<file path="config.mk">
export PLATFORM = sky130hd
export DESIGN_NAME = opcode_fetch
export DESIGN_NICKNAME = d
export VERILOG_FILES = /design/src/rtl/opcode_fetch.sv
export SDC_FILE = /design/constraint.sdc
export NUM_CORES = 1
export LEC_CHECK = 0
export CAP_MARGIN = 20
export CORE_MARGIN = 1.5
export CORE_UTILIZATION = 50
export DETAILED_ROUTE_END_ITERATION = 10
export DONT_BUFFER_PORTS = 1
export GPL_ROUTABILITY_DRIVEN = 0
export PLACE_DENSITY = 0.67
export RECOVER_POWER = 25
export SYNTH_ARGS = -nofsm -noshare
export SYNTH_HDL_FRONTEND = slang
export SYNTH_SLANG_ARGS = --single-unit
</file>
<file path="constraint.sdc">
create_clock -name cpu_clk -period 2.32 [get_ports cpu_clk]
set_clock_uncertainty 0.15 [all_clocks]
set_input_delay 0.464 -clock cpu_clk [delete_from_list [all_inputs] [get_ports cpu_clk]]
set_output_delay 0.464 -clock cpu_clk [all_outputs]
set_load 0.05 [all_outputs]
</file>
<file path="src/rtl/opcode_fetch.sv">
// 6809 instruction fetch front end: walks prefix/opcode/EA/operand bytes from memory
// and hands each complete instruction bundle to execute over a valid/ready handshake.
module opcode_fetch #(
    parameter logic [15:0] RESET_PC = 16'h0000
) (
    input  logic        cpu_clk,
    input  logic        cpu_reset_n,
    output logic        mem_rd,
    output logic [15:0] mem_addr,
    input  logic [7:0]  mem_data_i,
    input  logic        mem_ack,
    input  logic        redirect,
    input  logic [15:0] redirect_pc,
    output logic        ins_valid,
    input  logic        ins_ready,
    output logic [7:0]  opcode,
    output logic [7:0]  postbyte0,
    output logic        page2_valid,
    output logic        page3_valid,
    output logic [7:0]  eapostbyte,
    output logic [15:0] operand,
    output logic [2:0]  ins_len,
    output logic [15:0] ins_pc
);

    localparam logic [2:0] S_OP   = 3'd0;
    localparam logic [2:0] S_PB0  = 3'd1;
    localparam logic [2:0] S_EA   = 3'd2;
    localparam logic [2:0] S_HI   = 3'd3;
    localparam logic [2:0] S_LO   = 3'd4;
    localparam logic [2:0] S_HOLD = 3'd5;

    logic [2:0]  state;
    logic [2:0]  state_next;
    logic        running;
    logic        accept;
    logic        is_prefix;
    logic [15:0] pc;
    logic [2:0]  cls;
    logic [1:0]  ea_n;

    // Returns {indexed, operand byte count}.
    function automatic logic [2:0] classify(input logic [7:0] e, input logic prefixed);
        logic [3:0] hi;
        logic [3:0] lo;
        hi = e[7:4];
        lo = e[3:0];
        classify = 3'b000;
        if (prefixed) begin
            if (hi inside {4'hA, 4'hE}) classify = 3'b100;
            else if (hi inside {4'h9, 4'hD}) classify = 3'b001;
            else if (hi inside {4'h2, 4'h7, 4'h8, 4'hB, 4'hC, 4'hF}) classify = 3'b010;
        end else begin
            if (hi inside {4'h6, 4'hA, 4'hE} || e inside {[8'h30:8'h33]}) classify = 3'b100;
            else if (e == 8'hCD) classify = 3'b000;
            else if (hi inside {4'h7, 4'hB, 4'hF} ||
                     e inside {8'h16, 8'h17, 8'h83, 8'h8C, 8'h8E, 8'hC3, 8'hCC, 8'hCE})
                classify = 3'b010;
            else if (hi inside {4'h0, 4'h2, 4'h8, 4'h9, 4'hC, 4'hD} ||
                     e inside {8'h1A, 8'h1C, 8'h1E, 8'h1F, [8'h34:8'h37]})
                classify = 3'b001;
            else if (lo == 4'h0 && hi == 4'h1) classify = 3'b000;
        end
    endfunction

    function automatic logic [1:0] ea_offset(input logic [7:0] pb);
        ea_offset = 2'd0;
        if (pb[7]) begin
            if (pb[3:0] == 4'h8 || pb[3:0] == 4'hC) ea_offset = 2'd1;
            else if (pb[3:0] == 4'h9 || pb[3:0] == 4'hD || pb[4:0] == 5'h1F) ea_offset = 2'd2;
        end
    endfunction

    function automatic logic [2:0] operand_state(input logic [1:0] n);
        if (n == 2'd2) operand_state = S_HI;
        else if (n == 2'd1) operand_state = S_LO;
        else operand_state = S_HOLD;
    endfunction

    // Request drops combinationally in a redirect cycle so the concurrent ack is discarded.
    assign mem_rd    = running && (state != S_HOLD) && !redirect;
    assign accept    = mem_rd && mem_ack;
    assign mem_addr  = pc;
    assign ins_valid = (state == S_HOLD);
    assign is_prefix = (mem_data_i == 8'h10) || (mem_data_i == 8'h11);
    assign cls       = classify(mem_data_i, state == S_PB0);
    assign ea_n      = ea_offset(mem_data_i);

    always_comb begin
        state_next = state;
        if (redirect) begin
            state_next = S_OP;
        end else if (state == S_HOLD) begin
            if (ins_ready) state_next = S_OP;
        end else if (accept) begin
            case (state)
                S_OP, S_PB0: begin
                    if (state == S_OP && is_prefix) state_next = S_PB0;
                    else if (cls[2]) state_next = S_EA;
                    else state_next = operand_state(cls[1:0]);
                end
                S_EA:    state_next = operand_state(ea_n);
                S_HI:    state_next = S_LO;
                S_LO:    state_next = S_HOLD;
                default: state_next = S_OP;
            endcase
        end
    end

    always_ff @(posedge cpu_clk or negedge cpu_reset_n) begin
        if (!cpu_reset_n) begin
            state   <= S_OP;
            running <= 1'b0;
            pc      <= RESET_PC;
        end else begin
            state   <= state_next;
            running <= 1'b1;
            if (redirect) pc <= redirect_pc;
            else if (accept) pc <= pc + 16'd1;
        end
    end

    always_ff @(posedge cpu_clk or negedge cpu_reset_n) begin
        if (!cpu_reset_n) begin
            opcode      <= 8'h00;
            postbyte0   <= 8'h00;
            page2_valid <= 1'b0;
            page3_valid <= 1'b0;
            eapostbyte  <= 8'h00;
            operand     <= 16'h0000;
            ins_len     <= 3'd0;
            ins_pc      <= 16'h0000;
        end else if (redirect) begin
            opcode      <= 8'h00;
            postbyte0   <= 8'h00;
            page2_valid <= 1'b0;
            page3_valid <= 1'b0;
            eapostbyte  <= 8'h00;
            operand     <= 16'h0000;
            ins_len     <= 3'd0;
            ins_pc      <= 16'h0000;
        end else if (accept) begin
            case (state)
                S_OP: begin
                    opcode      <= mem_data_i;
                    postbyte0   <= 8'h00;
                    page2_valid <= (mem_data_i == 8'h10);
                    page3_valid <= (mem_data_i == 8'h11);
                    eapostbyte  <= 8'h00;
                    operand     <= 16'h0000;
                    ins_len     <= 3'd1;
                    ins_pc      <= pc;
                end
                S_PB0: begin
                    postbyte0 <= mem_data_i;
                    ins_len   <= ins_len + 3'd1;
                end
                S_EA: begin
                    eapostbyte <= mem_data_i;
                    ins_len    <= ins_len + 3'd1;
                end
                S_HI: begin
                    operand[15:8] <= mem_data_i;
                    ins_len       <= ins_len + 3'd1;
                end
                S_LO: begin
                    operand[7:0] <= mem_data_i;
                    ins_len      <= ins_len + 3'd1;
                end
                default: ;
            endcase
        end
    end

endmodule
</file>
==> impl_metrics.toml, run 1 <==
[power]
leakagePower_nw = 2.04
p_comb_frac = 0.144
clockPowerShare = 0.358
p_int_mw = 2.26
vdd_drop_max_mv = 0.333
p_switching_mw = 0.984
sequentialPowerShare = 0.499
p_sw_frac = 0.303
power_density_nw_per_um2 = 714

[timing]
grt_setup_unrepaired = "no"
hold_viol_final = 81
tightest_slew_ns = 0.882
holdWs_ns = -0.351
slew_viol_final = 0
setup_viol = 0
tns_ns = 0
fin_crit_sh = 0.949
maxSlewHeadroom = 0.412
period_needed_ns = 2.20
max_clock_freq_ghz = 0.454

[yosys]
syn_area_per_cell_sq_um = 9.40
synth_compound_area_frac = 0.157
yosys_warnings = 0
synthTopCellsByArea = "dfrtp_1 (50%), nand2_1 (8.1%), nand3b_1 (3.7%), a22o_1 (3.4%), o21ai_0 (3.1%)"
synthSimpleGateAreaFrac = 0.261
synth_area_leader_cell = "dfrtp_1"
synthArstFlopShare = 1.00
yosys.cell_types.count = 60
ys.flop_type = "dfrtp_1"
muxShareOfSynthArea = 0.00767
synthAdderAreaFrac = 0.00859
yosysSeqAreaShare = 0.497
synth_xor_area_frac = 0.0215
synth_edf_count = 0
synth_area_sq_um = 4080
syn_nets = 465
netlist_instances = 434
synth_top_family_by_area = "simple AND/OR/NAND/NOR gates"
synth_top_area_frac = 0.497
synth_seq_cells = 81

[setup_path]
path_max_fanout = 5
r2r_cells = 5
critical_path_class = "flop to primary output"
cpPeakStageDelay_ns = 0.38
arrival_ns = 1.59
required_ns = 1.71
slowest_stage = "dfrtp_1"
end_kind = "primary output"
crit_chain = "and3b_1 -> buf_4 -> nor3b_4 -> buf_12"
crit_start = "state[2]"
worstReg2RegStart = "state[2]"
cp-start-kind = "flop"

[clock_tree]
clock-sinks = 81
cts_tree = "done"
cts_root_buf = "clkbuf_8"
post_cts_buffers = 0
htree_levels = 3
worstSkewPairLatency_ns = 0.35
cts-buffers-inserted = 9
clk_pin_slew_worst_paths_ns = 0.09
cts.path.max_buffers = 2

[job]
maxCapViolCount = 0

[grt]
grt_overflow_total = 0
grt_pass1_wl_um = 17300
antenna_found_initial = 0
track_usage = 0.254
grt_max_degree = 98
grt_pass1_vias = 3252

[finish]
nNetsFinal = 476
n_antenna_cell = 0
area_growth_pct = 11.4
n_fill_cell = 691
post-route-util = 0.582
drive_above_1_share = 0.125

[floorplanning]
fp.dieH_um = 93.3
start_util = 0.522
die_w_um = 93.3
fp.coreArea_sq_um = 7810
dieArea_sq_um = 8710
ios = 108
num_rows = 32

[route]
route.detailed.drc = 0
antenna_left = 0
wl_um = 10600
dr.first_iter.drc_count = 298
drt-wirelength-per-cell_um = 19.2
dr_total_vias = 3344
via_per_inst = 6.07
drt_first_pass_iters = 7

[placed_design]
port_buffers = 0
hpwl_um = 7250

[min_path]
hp-class = "input pin to async pin"

[run_status]
status = "finished, violations left"
violations = "negative hold slack"
## flip-flops by register name (all words and copies together), names as in the netlist
signal / cells
postbyte0: 8
eapostbyte: 8
page3_valid: 1
ins_len: 3
ins_pc: 16
running: 1
page2_valid: 1
opcode: 8
state: 3
mem_addr: 16
operand: 16
## cell type report
class                      instances  area, sq um  share of cell area
multi-input combinational        310         1880               0.414
inverter                          12         45.0             0.00991
timing repair buffer              31          248              0.0545
tap                              102          128              0.0281
clock buffer                      11          141              0.0311
clock inverter                     4         76.3              0.0168
sequential                        81         2030               0.446
## what timing repair did
item                                   4_1_cts  5_1_grt
resized for setup                            0        0
endpoints found under the hold margin       81       82
setup endpoints to repair                    0        0
## power by group through the flow
stage	logic, mW	clock network, mW	registers (mW)
3_3_place_gp	0.454	0	1.65
2_1_floorplan	0.265	0	1.74
4_1_cts	0.464	1.18	1.62
5_1_grt	0.503	1.24	1.63
3_5_place_dp	0.462	0	1.65
6_report	0.466	1.16	1.62
## placed cells by master, fill, tap and decap left out, types with 3 or more instances in the layout
master,count
xnor2_1,4
nor3b_1,4
and3b_1,3
a22o_1,16
nand3_1,16
o31ai_1,6
nand2_1,88
nand3b_1,20
nand4_1,5
nor2_1,17
inv_1,12
nand2b_1,5
and3_1,3
xor2_1,6
clkbuf_8,10
a221oi_1,3
nor2b_1,6
a21oi_1,22
buf_4,29
or4_1,3
dfrtp_1,81
o21ai_0,25
nor3_1,8
nor4_4,3
## cells by family (layout without fill, tap and decap cells)
family | Yosys count | in the layout
xor gates and xnor gates | 10 | 10
AOI/OAI and AO/OA | 95 | 95
and+or+nand+nor | 198 | 198
muxes | 3 | 3
other | 1 | 1
buffers and inverters | 43 | 58
adders and majority gates | 3 | 3
DFF | 81 | 81
## layer usage
metal  global-route usage  vias to the layer above  share of wire
li1                     -                     1555              -
met1                0.344                     1673           0.44
met2                0.391                      105           0.48
met3               0.0699                       11          0.070
met4               0.0909                        0          0.010
met5                    0                        -              0
## per-stage QoR
stage               power, mW  instance area [sq um]  setup slack, ns  hold slack [ns]  std cells
floorplan                2.01                   4090           0.0733           0.0184        434
global placement         2.10                   4320            0.274           0.0208        535
detailed placement       2.11                   4320            0.239           0.0217        535
CTS                      3.26                   4530            0.105           -0.364        550
global route             3.37                   4540           0.0516           -0.373        551
finish                   3.25                   4540            0.119           -0.351        551
## path summary, 6_finish.rpt
kind,to,slack (ns)
setup / recovery,mem_rd,0.12
hold / removal,ins_pc[10],-0.35
setup reg to reg,operand[15],0.22
hold reg to reg,ins_pc[0],0.47
max in group asynchronous,ins_pc[8],2.24
min in group cpu_clk,ins_pc[8],0.02
## synth_stat cells, drive strengths merged, types with 6 or more instances
library cell and instances:
o21ai 26, dfrtp 81, clkbuf 26, nor3 9, nor2 18, nand3 16
nor2b 6, nand2 88, o31ai 6, nand3b 20, xor2 6, nor4 6
a22o 16, a21oi 22, inv 12
## worst max-delay path: cells and delay by family, from the launching register on
kind | cells | cell delay (ns)
buffers and inverters | 2 | 0.38
AND/OR/NAND/NOR | 2 | 0.46
flip-flops | 1 | 0.38
Power figures use the tool's default switching activity.
==> run 2, diff against run 1 <==
CORE_ASPECT_RATIO = 1.1   (was unset)
CORE_UTILIZATION = 40   (was 50)
PLACE_DENSITY = 0.56   (was 0.67)
TNS_END_PERCENT = 100   (was unset)
==> run 2 against run 1 <==
Clock-buffer cell count up 1. The run still ends with negative hold slack left. Critical endpoint unchanged. Setup slack better by 0.017 ns. Sequential power about the same. Combinational power hardly changed. Flip-flop and latch count unchanged. Largest cell class unchanged. First-iteration DRC count fell by 53%. Largest power group unchanged. Critical path type unchanged.
==> impl_metrics.toml, run 2 (same netlist as run 1, synthesis figures left out) <==
[setup_path]
critical_path_class = "flop to primary output"
arrival_ns = 1.57
path_max_fanout = 5
cp-start-kind = "flop"
worstReg2RegStart = "state[2]"
required_ns = 1.71
end_kind = "primary output"
crit_start = "state[2]"

[route]
drt_first_pass_iters = 4
wl_um = 10900
dr.first_iter.drc_count = 139
via_per_inst = 5.68
drt-wirelength-per-cell_um = 19.1
dr_total_vias = 3242
route.detailed.drc = 0
antenna_left = 0

[clock_tree]
cts_tree = "done"
worstSkewPairLatency_ns = 0.35
post_cts_buffers = 0
clock-sinks = 81
cts.path.max_buffers = 2
cts-buffers-inserted = 9
htree_levels = 3
post_cts_resized = 0
clk_pin_slew_worst_paths_ns = 0.09
cts_root_buf = "clkbuf_8"

[grt]
grt_pass1_wl_um = 17600
grt_overflow_total = 0
grt_pass1_vias = 3315
antenna_found_initial = 0
track_usage = 0.209
grt_max_degree = 98

[floorplanning]
ios = 108
num_rows = 38
dieArea_sq_um = 10800
die_w_um = 99.3
fp.coreArea_sq_um = 9890
start_util = 0.412
fp.dieH_um = 109

[finish]
nNetsFinal = 477
drive_above_1_share = 0.126
n_fill_cell = 959
post-route-util = 0.459
mostFrequentLayoutCells = "nand2_1 (88), dfrtp_1 (81), buf_4 (31)"
layout_commonest_cell = "nand2_1"
n_antenna_cell = 0
area_growth_pct = 11.4
final_area_sq_um = 4540

[power]
sequentialPowerShare = 0.522
p_comb_frac = 0.151
vdd_drop_max_mv = 0.387
power_density_nw_per_um2 = 682
p_int_mw = 2.13
p_sw_frac = 0.313
p_switching_mw = 0.971
clockPowerShare = 0.327
leakagePower_nw = 2.02

[placed_design]
hpwl_um = 7510
place_area_sq_um = 4350
post-place-ws_ns = 0.261
port_buffers = 0

[min_path]
hp-class = "input pin to async pin"

[timing]
hold_viol_final = 81
setup_viol = 0
period_needed_ns = 2.18
tns_ns = 0
worst_slack_ns = 0.136
maxSlewHeadroom = 0.470
slew_viol_final = 0
fin_crit_sh = 0.941
tightest_slew_ns = 0.795
max_clock_freq_ghz = 0.458
holdWs_ns = -0.351
grt_setup_unrepaired = "no"

[run_status]
violations = "negative hold slack"
status = "finished, violations left"

[job]
maxCapViolCount = 0
-- run 2: cell count changes in the layout (fill, tap and decap cells not counted), sizes merged --
cell / change
clkbuf: +1
bufinv: -1
inv: -1
clkinv: +1
buf: +2
clkinvlp: +1
dlygate4sd3: -1
-- run 2: power by group through the flow --
stage / combinational, mW / sequential, mW / clock [mW]
after floorplan: 0.265 / 1.74 / 0
after global placement: 0.462 / 1.65 / 0
after detailed placement: 0.467 / 1.65 / 0
after CTS: 0.470 / 1.62 / 1.05
after global routing: 0.509 / 1.63 / 1.11
final: 0.467 / 1.62 / 1.01
-- run 2: worst max-delay path, cell delays in order, from the launching register on --
cell and delay, ns:
dfrtp_1 0.38, and3b_1 0.22, buf_4 0.22, nor3b_4 0.23
buf_12 0.17
-- run 2: cell type report --
cell class	count	area [sq um]	share of cell area
flip-flops and latches	81	2030	0.446
multi-input cells	310	1880	0.414
repair buffers	32	253	0.0556
well taps	120	150	0.0330
clock buffers	12	135	0.0297
clock inverters	4	53.8	0.0118
inverters	12	45.0	0.00991
-- run 2: routing by layer --
layer / GRT usage / up-vias / wire length (um)
met4: 0.0694 / 0 / 125
met2: 0.361 / 127 / 5340
li1: - / 1551 / -
met3: 0.0724 / 11 / 968
met5: 0 / - / 0
met1: 0.245 / 1553 / 4480
-- run 2: through the flow --
stage	total power [mW]	instances
after floorplan	2.01	434
after global placement	2.11	555
after detailed placement	2.12	555
after CTS	3.14	571
after global routing	3.24	571
final	3.10	571
-- run 2: final timing paths --
kind	slack [ns]	end	cells past startpoint
min in group cpu_clk	0.05	ins_len[1]	1
hold reg to reg	0.53	ins_len[0]	3
max in group asynchronous	2.27	ins_len[0]	0
setup / recovery	0.14	mem_rd	4
setup reg to reg	0.24	operand[12]	5
hold / removal	-0.35	operand[4]	0
